## config.mk

```make
export PLATFORM = sky130hd
export DESIGN_NAME = instr_controller
export DESIGN_NICKNAME = d
export VERILOG_FILES = /design/src/rtl/instr_controller.sv
export SDC_FILE = /design/constraint.sdc
export NUM_CORES = 1
export LEC_CHECK = 0
export CAP_MARGIN = 40
export CORE_UTILIZATION = 35
export CTS_CLUSTER_SIZE = 16
export DETAILED_ROUTE_END_ITERATION = 10
export HOLD_SLACK_MARGIN = 0.1
export MAX_ROUTING_LAYER = met4
export PLACE_DENSITY_LB_ADDON = 0.15
export SETUP_SLACK_MARGIN = 0.3
export SLEW_MARGIN = 20
export SYNTH_ARGS = -nofsm -noshare
export SYNTH_HDL_FRONTEND = slang
export SYNTH_SLANG_ARGS = --single-unit
export TNS_END_PERCENT = 100
```

## constraint.sdc

```tcl
create_clock -name clk -period 2.1 [get_ports clk]
set_clock_uncertainty 0.2 [all_clocks]
set_input_delay 0.21 -clock clk [delete_from_list [all_inputs] [get_ports clk]]
set_output_delay 0.21 -clock clk [all_outputs]
set_load 0.05 [all_outputs]
```

## src/rtl/instr_controller.sv

```systemverilog
// instr_controller: multi-cycle fetch/decode/execute sequencer for a small
// 16-bit instruction set. It drives the instruction memory, the data memory
// and the register-file/ALU controls. Every output is a Moore decode of the
// current state and the latched instruction register.
module instr_controller #(
    parameter int PC_WIDTH = 7
) (
    input  logic                clk,
    input  logic                reset,
    output logic [PC_WIDTH-1:0] I_addr,
    input  logic [15:0]         I_data,
    output logic [7:0]          D_addr,
    output logic                Dmem_write,
    output logic                Reg_write,
    output logic [4:0]          Reg_w_addr,
    output logic [4:0]          Reg_Ra_addr,
    output logic [4:0]          Reg_Rb_addr,
    output logic [1:0]          RF_s,
    output logic [7:0]          RF_W_data,
    output logic [2:0]          ALU_s,
    output logic                halted
);

    typedef enum logic [3:0] {
        S_INIT,
        S_FETCH,
        S_DECODE,
        S_NOOP,
        S_LOAD_A,
        S_LOAD_B,
        S_STORE,
        S_ADD,
        S_SUB,
        S_LOADC,
        S_HALT
    } state_t;

    state_t              r_state;
    state_t              w_next;
    logic [PC_WIDTH-1:0] r_pc;
    // Only the operand field is kept: the opcode is already encoded in the
    // execute state chosen during DECODE.
    logic [11:0]         r_ir;

    assign I_addr = r_pc;

    // State, program counter and instruction register; HALT freezes PC/IR
    // simply because only DECODE updates them.
    always_ff @(posedge clk) begin
        if (reset) begin
            r_state <= S_INIT;
            r_pc    <= '0;
            r_ir    <= '0;
        end else begin
            r_state <= w_next;
            if (r_state == S_DECODE) begin
                r_ir <= I_data[11:0];
                r_pc <= r_pc + {{(PC_WIDTH-1){1'b0}}, 1'b1};
            end
        end
    end

    // Next-state selection and Moore output decode; unused outputs stay 0.
    always_comb begin
        w_next      = r_state;
        D_addr      = '0;
        Dmem_write  = 1'b0;
        Reg_write   = 1'b0;
        Reg_w_addr  = '0;
        Reg_Ra_addr = '0;
        Reg_Rb_addr = '0;
        RF_s        = 2'b00;
        RF_W_data   = '0;
        ALU_s       = 3'b000;
        halted      = 1'b0;
        case (r_state)
            S_INIT:   w_next = S_FETCH;
            S_FETCH:  w_next = S_DECODE;
            S_DECODE: begin
                case (I_data[15:12])
                    4'h0:    w_next = S_NOOP;
                    4'h1:    w_next = S_STORE;
                    4'h2:    w_next = S_LOAD_A;
                    4'h3:    w_next = S_ADD;
                    4'h4:    w_next = S_SUB;
                    4'h5:    w_next = S_LOADC;
                    4'h6:    w_next = S_HALT;
                    default: w_next = S_NOOP;
                endcase
            end
            S_NOOP:   w_next = S_FETCH;
            S_STORE: begin
                D_addr      = r_ir[11:4];
                Reg_Ra_addr = {1'b0, r_ir[3:0]};
                Dmem_write  = 1'b1;
                w_next      = S_FETCH;
            end
            S_LOAD_A: begin
                // Present the address; the data memory returns it next cycle.
                D_addr = r_ir[11:4];
                w_next = S_LOAD_B;
            end
            S_LOAD_B: begin
                D_addr     = r_ir[11:4];
                Reg_write  = 1'b1;
                Reg_w_addr = {1'b0, r_ir[3:0]};
                RF_s       = 2'b01;
                w_next     = S_FETCH;
            end
            S_ADD: begin
                Reg_Ra_addr = {1'b0, r_ir[11:8]};
                Reg_Rb_addr = {1'b0, r_ir[7:4]};
                Reg_w_addr  = {1'b0, r_ir[3:0]};
                ALU_s       = 3'b001;
                Reg_write   = 1'b1;
                w_next      = S_FETCH;
            end
            S_SUB: begin
                Reg_Ra_addr = {1'b0, r_ir[11:8]};
                Reg_Rb_addr = {1'b0, r_ir[7:4]};
                Reg_w_addr  = {1'b0, r_ir[3:0]};
                ALU_s       = 3'b010;
                Reg_write   = 1'b1;
                w_next      = S_FETCH;
            end
            S_LOADC: begin
                RF_W_data  = r_ir[11:4];
                RF_s       = 2'b10;
                Reg_w_addr = {1'b0, r_ir[3:0]};
                Reg_write  = 1'b1;
                w_next     = S_FETCH;
            end
            S_HALT: begin
                halted = 1'b1;
                w_next = S_HALT;
            end
            default:  w_next = S_INIT;
        endcase
    end

endmodule

```

# Word-level counts from Yosys, hierarchy flattened
# Cells that the tools add are included.
# Widths: inputs -> output; s select.
# word_totals
regBits	23
output_inout_bits	46
elab_cells	37
inputBits	18
# op_classes
reduce_logical	5
eq_ne	16
addsub	1
n_mux	12
# op_table
op	count
$eq 4x3->1 const B	7
$pmux 4 s6	1
$pmux 4 s5	1
$eq 4x2->1 const B	4
$mux 8	2
$eq 4x4->1 const B	3
$eq 4x1->1 const B	2
$mux 4	2
$pmux 2 s2	2
$pmux 4 s2	1
$add 7x1->7 const B	1
$reduce_or 7->1	1
$logic_not 4->1	1
$reduce_or 4->1	1
$mux 1	3
$reduce_or 3->1	1
$reduce_or 2->1	1

# Longest topological paths before layout
# Gate-level depths: netlist of the first run.
# logic_depth
ltp_word	3
mapped_depth	5
depth_no_buf	4

# Least setup slack after synthesis of the first run
# No wires, ideal clock.
# synth_path
path_type	register -> output
startpoint	register r_state[2]
endpoint	output Reg_w_addr[0]
required_ps	1690
n_path_buf	1
stages_incl_launch_ff	5
setup_slack_ps	-896
arrival_time_ps	2586
path_cell_list	dfxtp_1 > clkbuf_1 > nand2b_1 > o21ai_0 > and2_1
# synth_between
elab_chain_cells	3
elab_cells_between_ends	6
cone_classes	eq/ne: 4; mux: 1; reduce/logical: 1
# synth_rtl
item	line	source
start: declaration	38	state_t r_state;
start signal: assignment	55	r_state <= w_next;
$eq 4x4->1 / $eq 4x3->1 (equally long branches)	76	case (r_state)
$reduce_or 4->1 (no line) *	n/a	
$mux 4 *	76	
end: declaration	15	output logic [4:0] Reg_w_addr,
# Every way passes the cells marked *; elsewhere a longest branch is shown, timed or not.

# Worst setup path after layout of the first run
# layout_path
startpoint	register r_state[0]
endpoint	output Reg_Rb_addr[1]
# layout_between
elab_chain_cells	3
elab_cells_between_ends	4
cone_classes	eq/ne: 2; mux: 1; reduce/logical: 1
# layout_rtl
item	line	source
$eq 4x4->1 / $eq 4x3->1 (equally long branches)	76	
$reduce_or 2->1 (no line) *	n/a	
$mux 4 *	76	
end: declaration	17	output logic [4:0] Reg_Rb_addr,
# Marked as above.

==> summary.txt, run 1 <==
latest clock arrival within the worst-skew pair - 0.32 ns
total cell area at the placement stage - 2330 um2
slowest CP cell - sky130_fd_sc_hd__dfxtp_4
detailed-route wire length per cell - 15.6 um
global-route usage over all layers - 23.6%
length of routed met3 wiring - 207 um
unrepaired setup endpoints after global routing - true
Peak supply drop - 450 uV
final global-route overflow total - 0
maximum number of pins on one net before global-route repair - 15
met1 wire length - 1.76 mm
number of remaining DRC errors - 0
number of nets in the final layout - 262
worst-margin pin slew - 0.628 ns
via count of the first global-routing pass - 1364
total area of multi-input combinational cells - 960 um2
most common cell after layout, fill and taps aside - sky130_fd_sc_hd__buf_12
Routability Congestion - 0.768
maximum net fanout on the critical path - 8
worst path buffer plus inverter count - 2
most used flip-flop cell after synthesis - sky130_fd_sc_hd__dfxtp_1
TritonCTS clock tree - yes
final setup fails - 0
leakage power - 0.00106 uW
via density per instance - 5.18
diode count - 0
post-synthesis instance area - 1260 um2
worst reg2reg path startpoint - r_state[0]$_SDFF_PP0_
launch point of the critical path - r_state[0]$_SDFF_PP0_
wire length of the first global-routing pass - 6.35 mm
core box area - 3390 um2
clock transition at the register clock pins on the worst setup and hold paths after CTS - 0.14 ns
element type at the critical path end - output pin
DRT iter0 DRCs - 64
Post-Route WL - 4.48 mm
number of buffers on the longest clock path - 2
worst slew margin relative to its limit - 58.0%
final-layout fill cell count - 206
type of the worst min-delay path - in -> reg
shortest period the worst path allows - 1.99 ns
Max Fclk - 503 MHz
count of hold-fix buffers inserted at cts - 0
max-slew violation total from the final report - 0
ports placed on the boundary - 64
number of flops mapped to enable cells by yosys - 0
cell family contributing the most delay on the critical path - simple AND/OR/NAND/NOR gates
TritonCTS Sinks - 23
kind of launch point of the worst setup path - register
Arrival @ worst endpoint - 1.58 ns
Cell Rows - 21
library cell occupying the most area in the post-synthesis netlist - sky130_fd_sc_hd__dfxtp_1
HPWL after DPL - 2.80 mm
initial standard-cell utilization of the core - 37.1%
share of async-settable or async-resettable flops after synthesis - 0%
run status - finished clean
synthesis-to-layout area growth - 115%
final instance area - 2700 um2
most frequent cells in the layout - sky130_fd_sc_hd__buf_12 (39), sky130_fd_sc_hd__nand2_1 (29), sky130_fd_sc_hd__and2_4 (23), sky130_fd_sc_hd__dfxtp_1 (17), sky130_fd_sc_hd__clkdlybuf4s50_1 (17)
peak per-stage delay on the critical path - 0.39 ns
antenna violations before repair - 0
count of synthesis-stage warnings from yosys - 0
sequential share of the synthesized area - 36.7%
amount of wire on met2 after detailed routing - 2.36 mm
H-tree levels - 1
total chip power - 942 uW
PortBufs - 59
Power Dens Cells - 349 nW/um2
register cell area after layout - 478 um2
cells after synthesis - 166
classification of the worst setup path - reg -> out
number of different library cells in the post-synthesis netlist - 33
Vias - 1491
cell type with the highest occurrence count on the critical path - sky130_fd_sc_hd__buf_12
count of state elements after synthesis - 23
y dimension of the die - 61.9 um
Final Hold Fails - 0
Hold Path Origin - I_data[7]
final total negative setup slack - 0 ns
mean instance size in the synthesized netlist - 7.57 um2
die area - 3830 um2
CTS buffer count - 3
top layer in use - met4
crit path cell chain - or2_4 > o22ai_4 > buf_12 > and2_4 > buf_12
area share of the leading cell type in the synthesized netlist - 36.7%
layout cells sized above 1 - 48.3%
clock root buffer - sky130_fd_sc_hd__clkbuf_4
top area cells in the synthesized netlist - sky130_fd_sc_hd__dfxtp_1 (37%), sky130_fd_sc_hd__and2_1 (12%), sky130_fd_sc_hd__nand2_1 (8.7%)
portion of the clock cycle consumed by the worst path in the final layout - 94.7%
Horiz. Die Dim - 61.9 um
number of max-cap violations - 0
required time of the worst setup path - 1.69 ns
first drt pass iteration count - 4
Post-DRT Antenna Nets - 0
## Yosys cell counts (4+ instances only)
library cell and count:
sky130_fd_sc_hd__nand2_1 29, sky130_fd_sc_hd__and2_1 24, sky130_fd_sc_hd__dfxtp_1 23, sky130_fd_sc_hd__a21oi_1 19, sky130_fd_sc_hd__nor2_1 10, sky130_fd_sc_hd__o21ai_0 8, sky130_fd_sc_hd__clkbuf_1 6, sky130_fd_sc_hd__nand2b_1 5
sky130_fd_sc_hd__a22o_1 4, sky130_fd_sc_hd__buf_4 4
## state kept, by name, summed over array words and instances, names as in the netlist
name	flops
r_ir	12
r_state	4
I_addr	7
## tightest hold or removal path, stage by stage
cell,delay [ns]
sky130_fd_sc_hd__clkdlybuf4s50_1,0.40
sky130_fd_sc_hd__nand2_1,0.06
sky130_fd_sc_hd__a21oi_1,0.05
## path summary, 6_finish.rpt
path / end / slack [ns] / depth (start not counted)
max: Reg_Rb_addr[1] / 0.11 / 5
min: r_ir[7]$_SDFFE_PP0P_ / 0.22 / 3
max reg2reg: I_addr[4]$_SDFFE_PP0P_ / 0.27 / 4
min reg2reg: r_ir[7]$_SDFFE_PP0P_ / 0.30 / 2
## per-stage QoR
stage          instances  utilization [%]  setup slack [ns]  hold WS (ns)
3_5_place_dp         266             68.8            0.0879         0.272
4_1_cts              282             74.9            0.0926         0.212
2_1_floorplan        169                -             0.249        0.0887
3_3_place_gp         266             68.8             0.142         0.261
5_1_grt              288             79.7            0.0468         0.212
6_report             288             79.7             0.112         0.224
## final cells by class
cell class	instances	area share (%)
repair buffers	80	43.2
clock buffers	3	0.834
multi-input cells	132	35.5
clock inverters	1	0.185
flip-flops and latches	23	17.7
well taps	46	2.13
inverters	3	0.417
## report_power, final
part | leakage (uW) | switching (uW) | total (uW) | internal [uW]
sequential | 0.000190 | 29.1 | 485 | 456
clock | 0.0000177 | 142 | 213 | 71.4
combinational | 0.000850 | 131 | 244 | 112
total | 0.00106 | 302 | 942 | 640
## cell families (layout without fill, tap and decap cells)
family | Yosys count | in the layout | synth area share (%)
adders and majority gates | 1 | 1 | 0.996
xor gates and xnor gates | 1 | 1 | 0.697
and+or+nand+nor | 86 | 87 | 36.9
DFF | 23 | 23 | 36.7
buffers and inverters | 15 | 87 | 5.88
other | 1 | 4 | 0.299
muxes | 1 | 1 | 0.797
AOI/OAI and AO/OA | 38 | 38 | 17.8
## routing by layer
metal / up-vias / track usage (%)
met2: 58 / 39.9
met4: 0 / 9.52
met5: - / -
li1: 715 / -
met3: 15 / 5.80
met1: 703 / 26.5
## what timing repair did
item	4_1_cts	5_1_grt
gates resized for setup	31	30
hold endpoints to repair	0	0
gates cloned	1	0
pin swaps	15	12
endpoints found under the setup margin	49	41
setup buffers	11	6
Power figures use the tool's default switching activity.
==> run 2, diff against run 1 <==
- PLACE_DENSITY: default -> 0.72
- PLACE_DENSITY_LB_ADDON: 0.15 -> default
==> run 2 against run 1 <==
Against the previous run:
- wire length is 6.6% higher
- final cell count is 2.4% higher
- non-clock buffer count is 7 higher
- combinational power is 19% higher
==> summary.txt, run 2 (synthesized netlist as in run 1, its figures left out) <==
layout cells sized above 1 - 52.6%
register containing the most flip-flops in the final layout - r_ir
slowest CP cell - sky130_fd_sc_hd__dfxtp_4
Post-DRT Antenna Nets - 0
non-filler instance count after layout - 295
classification of the worst setup path - reg -> out
Post-Route WL - 4.78 mm
maximum number of pins on one net before global-route repair - 24
DRT iter0 DRCs - 45
ports placed on the boundary - 64
via density per instance - 5.22
y dimension of the die - 61.9 um
peak per-stage delay on the critical path - 0.38 ns
clock transition at the register clock pins on the worst setup and hold paths after CTS - 0.15 ns
Cells after DPL - 266
TritonCTS Sinks - 23
PortBufs - 59
kind of launch point of the worst setup path - register
first drt pass iteration count - 7
die area - 3830 um2
type of the worst min-delay path - in -> reg
maximum net fanout on the critical path - 5
most frequent cells in the layout - sky130_fd_sc_hd__buf_12 (36), sky130_fd_sc_hd__nand2_1 (26), sky130_fd_sc_hd__and2_4 (24)
Routability Congestion - 0.869
final setup slack of the worst path - 0.0573 ns
Vias - 1540
final total negative setup slack - 0 ns
core box area - 3390 um2
clock root buffer - sky130_fd_sc_hd__clkbuf_4
Setup Slack @ Placement - 0.0823 ns
most common cell after layout, fill and taps aside - sky130_fd_sc_hd__buf_12
required time of the worst setup path - 1.69 ns
via count of the first global-routing pass - 1390
count of hold-fix buffers inserted at cts - 0
max-slew violation total from the final report - 0
latest clock arrival within the worst-skew pair - 0.33 ns
TritonCTS clock tree - yes
max FFs per register - 12
initial standard-cell utilization of the core - 37.1%
number of remaining DRC errors - 0
CTS buffer count - 3
number of buffers on the longest clock path - 2
Horiz. Die Dim - 61.9 um
Cell Rows - 21
worst path buffer plus inverter count - 2
unrepaired setup endpoints after global routing - true
wire length of the first global-routing pass - 6.71 mm
HPWL after DPL - 2.87 mm
detailed-route wire length per cell - 16.2 um
Peak supply drop - 311 uV
global-route usage over all layers - 24.7%
final global-route overflow total - 0
portion of the clock cycle consumed by the worst path in the final layout - 97.3%
synthesis-to-layout area growth - 122%
flop2flop setup slack - 0.10 ns
diode count - 0
number of nets in the final layout - 269
Max Fclk - 490 MHz
Arrival @ worst endpoint - 1.63 ns
final setup fails - 0
Power Dens Cells - 359 nW/um2
crit path cell chain - buf_6 > or3b_4 > o21ai_4 > and2_4 > buf_12
run status - finished clean
cell family contributing the most delay on the critical path - simple AND/OR/NAND/NOR gates
leakage power - 0.00109 uW
H-tree levels - 1
Final Hold Fails - 0
number of max-cap violations - 0
antenna violations before repair - 0
shortest period the worst path allows - 2.04 ns
element type at the critical path end - output pin
run 2: what timing repair did:
item | CTS | global route
pin swaps | 22 | 10
gates resized for setup | 47 | 31
buffers inserted | 13 | 10
setup endpoints to repair | 47 | 54
cloned | 1 | 1
run 2: final timing paths:
path                         start                     end  cells past startpoint
min                      I_data[2]    r_ir[2]$_SDFFE_PP0P_                      3
max reg2reg  r_state[1]$_SDFF_PP0_  I_addr[4]$_SDFFE_PP0P_                      6
min reg2reg   r_ir[7]$_SDFFE_PP0P_    r_ir[7]$_SDFFE_PP0P_                      2
max          r_state[1]$_SDFF_PP0_           Reg_w_addr[2]                      5
run 2: worst min-delay path, delay by kind of cell:
kind | cells | cell delay [ns]
compound gates | 1 | 0.05
buf+inv | 1 | 0.40
simple gates | 1 | 0.06
run 2: area by class of cell:
type,count,area (um2)
well taps,46,57.6
flip-flops and latches,23,478
repair buffers,87,1210
clock inverters,1,7.51
fillers,181,599
multi-input cells,132,1000
clock buffers,3,22.5
inverters,3,11.3
run 2: metal layers:
layer  global-route usage [%]  up-vias  wire (um)
li1                         -      734          -
met1                     29.7      728       1920
met2                     43.8       68       2570
met3                     3.52       10        195
met4                     5.40        0         93
met5                        -        -          0
run 2: metrics by stage:
step / total power (uW) / area [um2] / utilization, % / hold WS, ns
2_1_floorplan: 604 / 1370 / - / 0.0887
3_3_place_gp: 664 / 2330 / 68.8 / 0.266
3_5_place_dp: 672 / 2330 / 68.8 / 0.270
4_1_cts: 950 / 2580 / 76.3 / 0.214
5_1_grt: 1040 / 2790 / 82.3 / 0.222
6_report: 1000 / 2790 / 82.3 / 0.221
run 2: power breakdown:
| part | internal, uW | leakage, uW | switching (uW) | total (uW) |
|---|---|---|---|---|
| sequential | 456 | 0.000190 | 25.1 | 481 |
| combinational | 138 | 0.000889 | 152 | 290 |
| clock | 73.0 | 0.0000139 | 157 | 230 |
| total | 667 | 0.00109 | 334 | 1000 |
==> run 3, diff against run 2 <==
- CORE_ASPECT_RATIO: default -> 0.8
==> run 3 against run 2 <==
Against the previous run:
- sequential power rose by 1%
- final cell count fell by 1.7%
- core utilization fell by 2.6 points
- first-iteration DRC count rose by 91%
- sequential share of layout area rose by 0.29 points
- global-route usage fell by 0.91 points
- non-clock buffer count fell by 1
- worst hold slack improved by 0.058 ns
- largest power group unchanged
- sequential cell count did not move
- via count fell by 3.2%
==> summary.txt, run 3 (synthesized netlist as in run 1, its figures left out) <==
first drt pass iteration count - 4
maximum number of pins on one net before global-route repair - 15
Peak supply drop - 405 uV
Horiz. Die Dim - 69.0 um
slowest CP cell - sky130_fd_sc_hd__or3b_4
Cells after DPL - 265
Max Fclk - 511 MHz
run status - finished clean
CTS buffer count - 3
cell family contributing the most delay on the critical path - simple AND/OR/NAND/NOR gates
TritonCTS clock tree - yes
portion of the clock cycle consumed by the worst path in the final layout - 93.2%
count of hold-fix buffers inserted at cts - 0
HPWL after DPL - 2.74 mm
antenna violations before repair - 0
non-filler instance count after layout - 290
Arrival @ worst endpoint - 1.55 ns
diode count - 0
final setup fails - 0
global-route usage over all layers - 23.8%
max FFs per register - 12
clock network fraction of total power - 28.3%
clock transition at the register clock pins on the worst setup and hold paths after CTS - 0.08 ns
peak per-stage delay on the critical path - 0.40 ns
TritonCTS Sinks - 23
Post-Route WL - 4.35 mm
shortest period the worst path allows - 1.96 ns
required time of the worst setup path - 1.69 ns
Post-DRT Antenna Nets - 0
via density per instance - 5.14
detailed-route wire length per cell - 15.0 um
ports placed on the boundary - 64
cell internal pwr - 701 uW
initial standard-cell utilization of the core - 36.7%
via count of the first global-routing pass - 1413
latest clock arrival within the worst-skew pair - 0.27 ns
number of max-cap violations - 0
net switching power of the design - 312 uW
wire length of the first global-routing pass - 6.76 mm
max-slew violation total from the final report - 0
die area - 3830 um2
most frequent cells in the layout - sky130_fd_sc_hd__buf_12 (36), sky130_fd_sc_hd__nand2_1 (28), sky130_fd_sc_hd__and2_4 (24), sky130_fd_sc_hd__dfxtp_1 (17), sky130_fd_sc_hd__clkdlybuf4s50_1 (17)
kind of launch point of the worst setup path - register
final global-route overflow total - 0
register containing the most flip-flops in the final layout - r_ir
Final Hold Fails - 0
core box area - 3420 um2
part of the total power dissipated in combinational logic - 23.7%
synthesis-to-layout area growth - 117%
fraction of power consumed by sequential logic - 48.0%
clock root buffer - sky130_fd_sc_hd__clkbuf_8
layout cells sized above 1 - 49.6%
PortBufs - 59
crit path cell chain - buf_6 > or3b_4 > o21ai_4 > and2_4 > buf_12
Routability Congestion - 0.855
number of nets in the final layout - 268
Power Dens Cells - 371 nW/um2
final total negative setup slack - 0 ns
element type at the critical path end - output pin
maximum net fanout on the critical path - 5
Cell Rows - 19
type of the worst min-delay path - in -> reg
proportion of total power due to net switching - 30.8%
number of buffers on the longest clock path - 2
H-tree levels - 1
DRT iter0 DRCs - 86
number of remaining DRC errors - 0
unrepaired setup endpoints after global routing - true
most common cell after layout, fill and taps aside - sky130_fd_sc_hd__buf_12
classification of the worst setup path - reg -> out
worst path buffer plus inverter count - 2
leakage power - 0.00110 uW
y dimension of the die - 55.6 um
Vias - 1491
==> run 3: cell types whose count changed in the layout (fill, tap and decap cells not counted), sizes merged <==
cell and delta:
clkinvlp -1, clkinv +1, dlygate4sd2 +1, clkbuf -1, clkdlybuf4s15 -1
==> run 3: tightest hold or removal path: stages <==
cell and delay, ns:
sky130_fd_sc_hd__clkdlybuf4s50_1 0.39, sky130_fd_sc_hd__nand2_1 0.06, sky130_fd_sc_hd__a21oi_1 0.05
==> run 3: repair_timing <==
item / CTS / global route
setup buffers: 14 / 6
resized for setup: 52 / 11
pin swaps: 12 / 14
cloned: 1 / 0
endpoints found under the setup margin: 46 / 35
==> run 3: metal layers <==
layer  up-vias  part of all wire (%)  GRT usage (%)
met2        55                    50           36.5
li1        727                     -              -
met3         6                   6.0           4.51
met1       703                    43           32.8
met4         0                   1.3           4.37
met5         -                     0              -
==> run 3: area by class of cell <==
class / instances / area, um2
timing repair buffer: 86 / 1180
multi-input combinational: 132 / 958
fill: 216 / 694
sequential: 23 / 475
tap: 42 / 52.6
clock buffer: 3 / 41.3
inverter: 3 / 11.3
clock inverter: 1 / 5.00
==> run 3: final timing paths <==
path | start | end | slack [ns] | depth (start not counted)
max | r_state[2]$_SDFF_PP0_ | Reg_w_addr[1] | 0.14 | 5
max reg2reg | r_state[3]$_SDFF_PP0_ | I_addr[4]$_SDFFE_PP0P_ | 0.31 | 4
min reg2reg | r_ir[6]$_SDFFE_PP0P_ | r_ir[6]$_SDFFE_PP0P_ | 0.29 | 2
min | I_data[2] | r_ir[2]$_SDFFE_PP0P_ | 0.28 | 3
==> run 3: power by group through the flow <==
stage | Combinational, uW | Sequential (uW) | Clock, uW
final | 240 | 487 | 287
after global routing | 256 | 491 | 313
after CTS | 222 | 484 | 284
after detailed placement | 181 | 493 | 0
after global placement | 178 | 491 | 0
after floorplan | 113 | 492 | 0
==> run 3: metrics by stage <==
stage | hold slack [ns] | setup WS [ns] | util [%] | power [uW] | cell area, um2
CTS | 0.281 | 0.153 | 76.9 | 990 | 2630
global placement | 0.262 | 0.158 | 68.7 | 670 | 2350
finish | 0.279 | 0.144 | 79.7 | 1010 | 2730
detailed placement | 0.268 | 0.0798 | 68.7 | 674 | 2350
global route | 0.282 | 0.0925 | 79.7 | 1060 | 2730
floorplan | 0.0887 | 0.249 | - | 604 | 1370
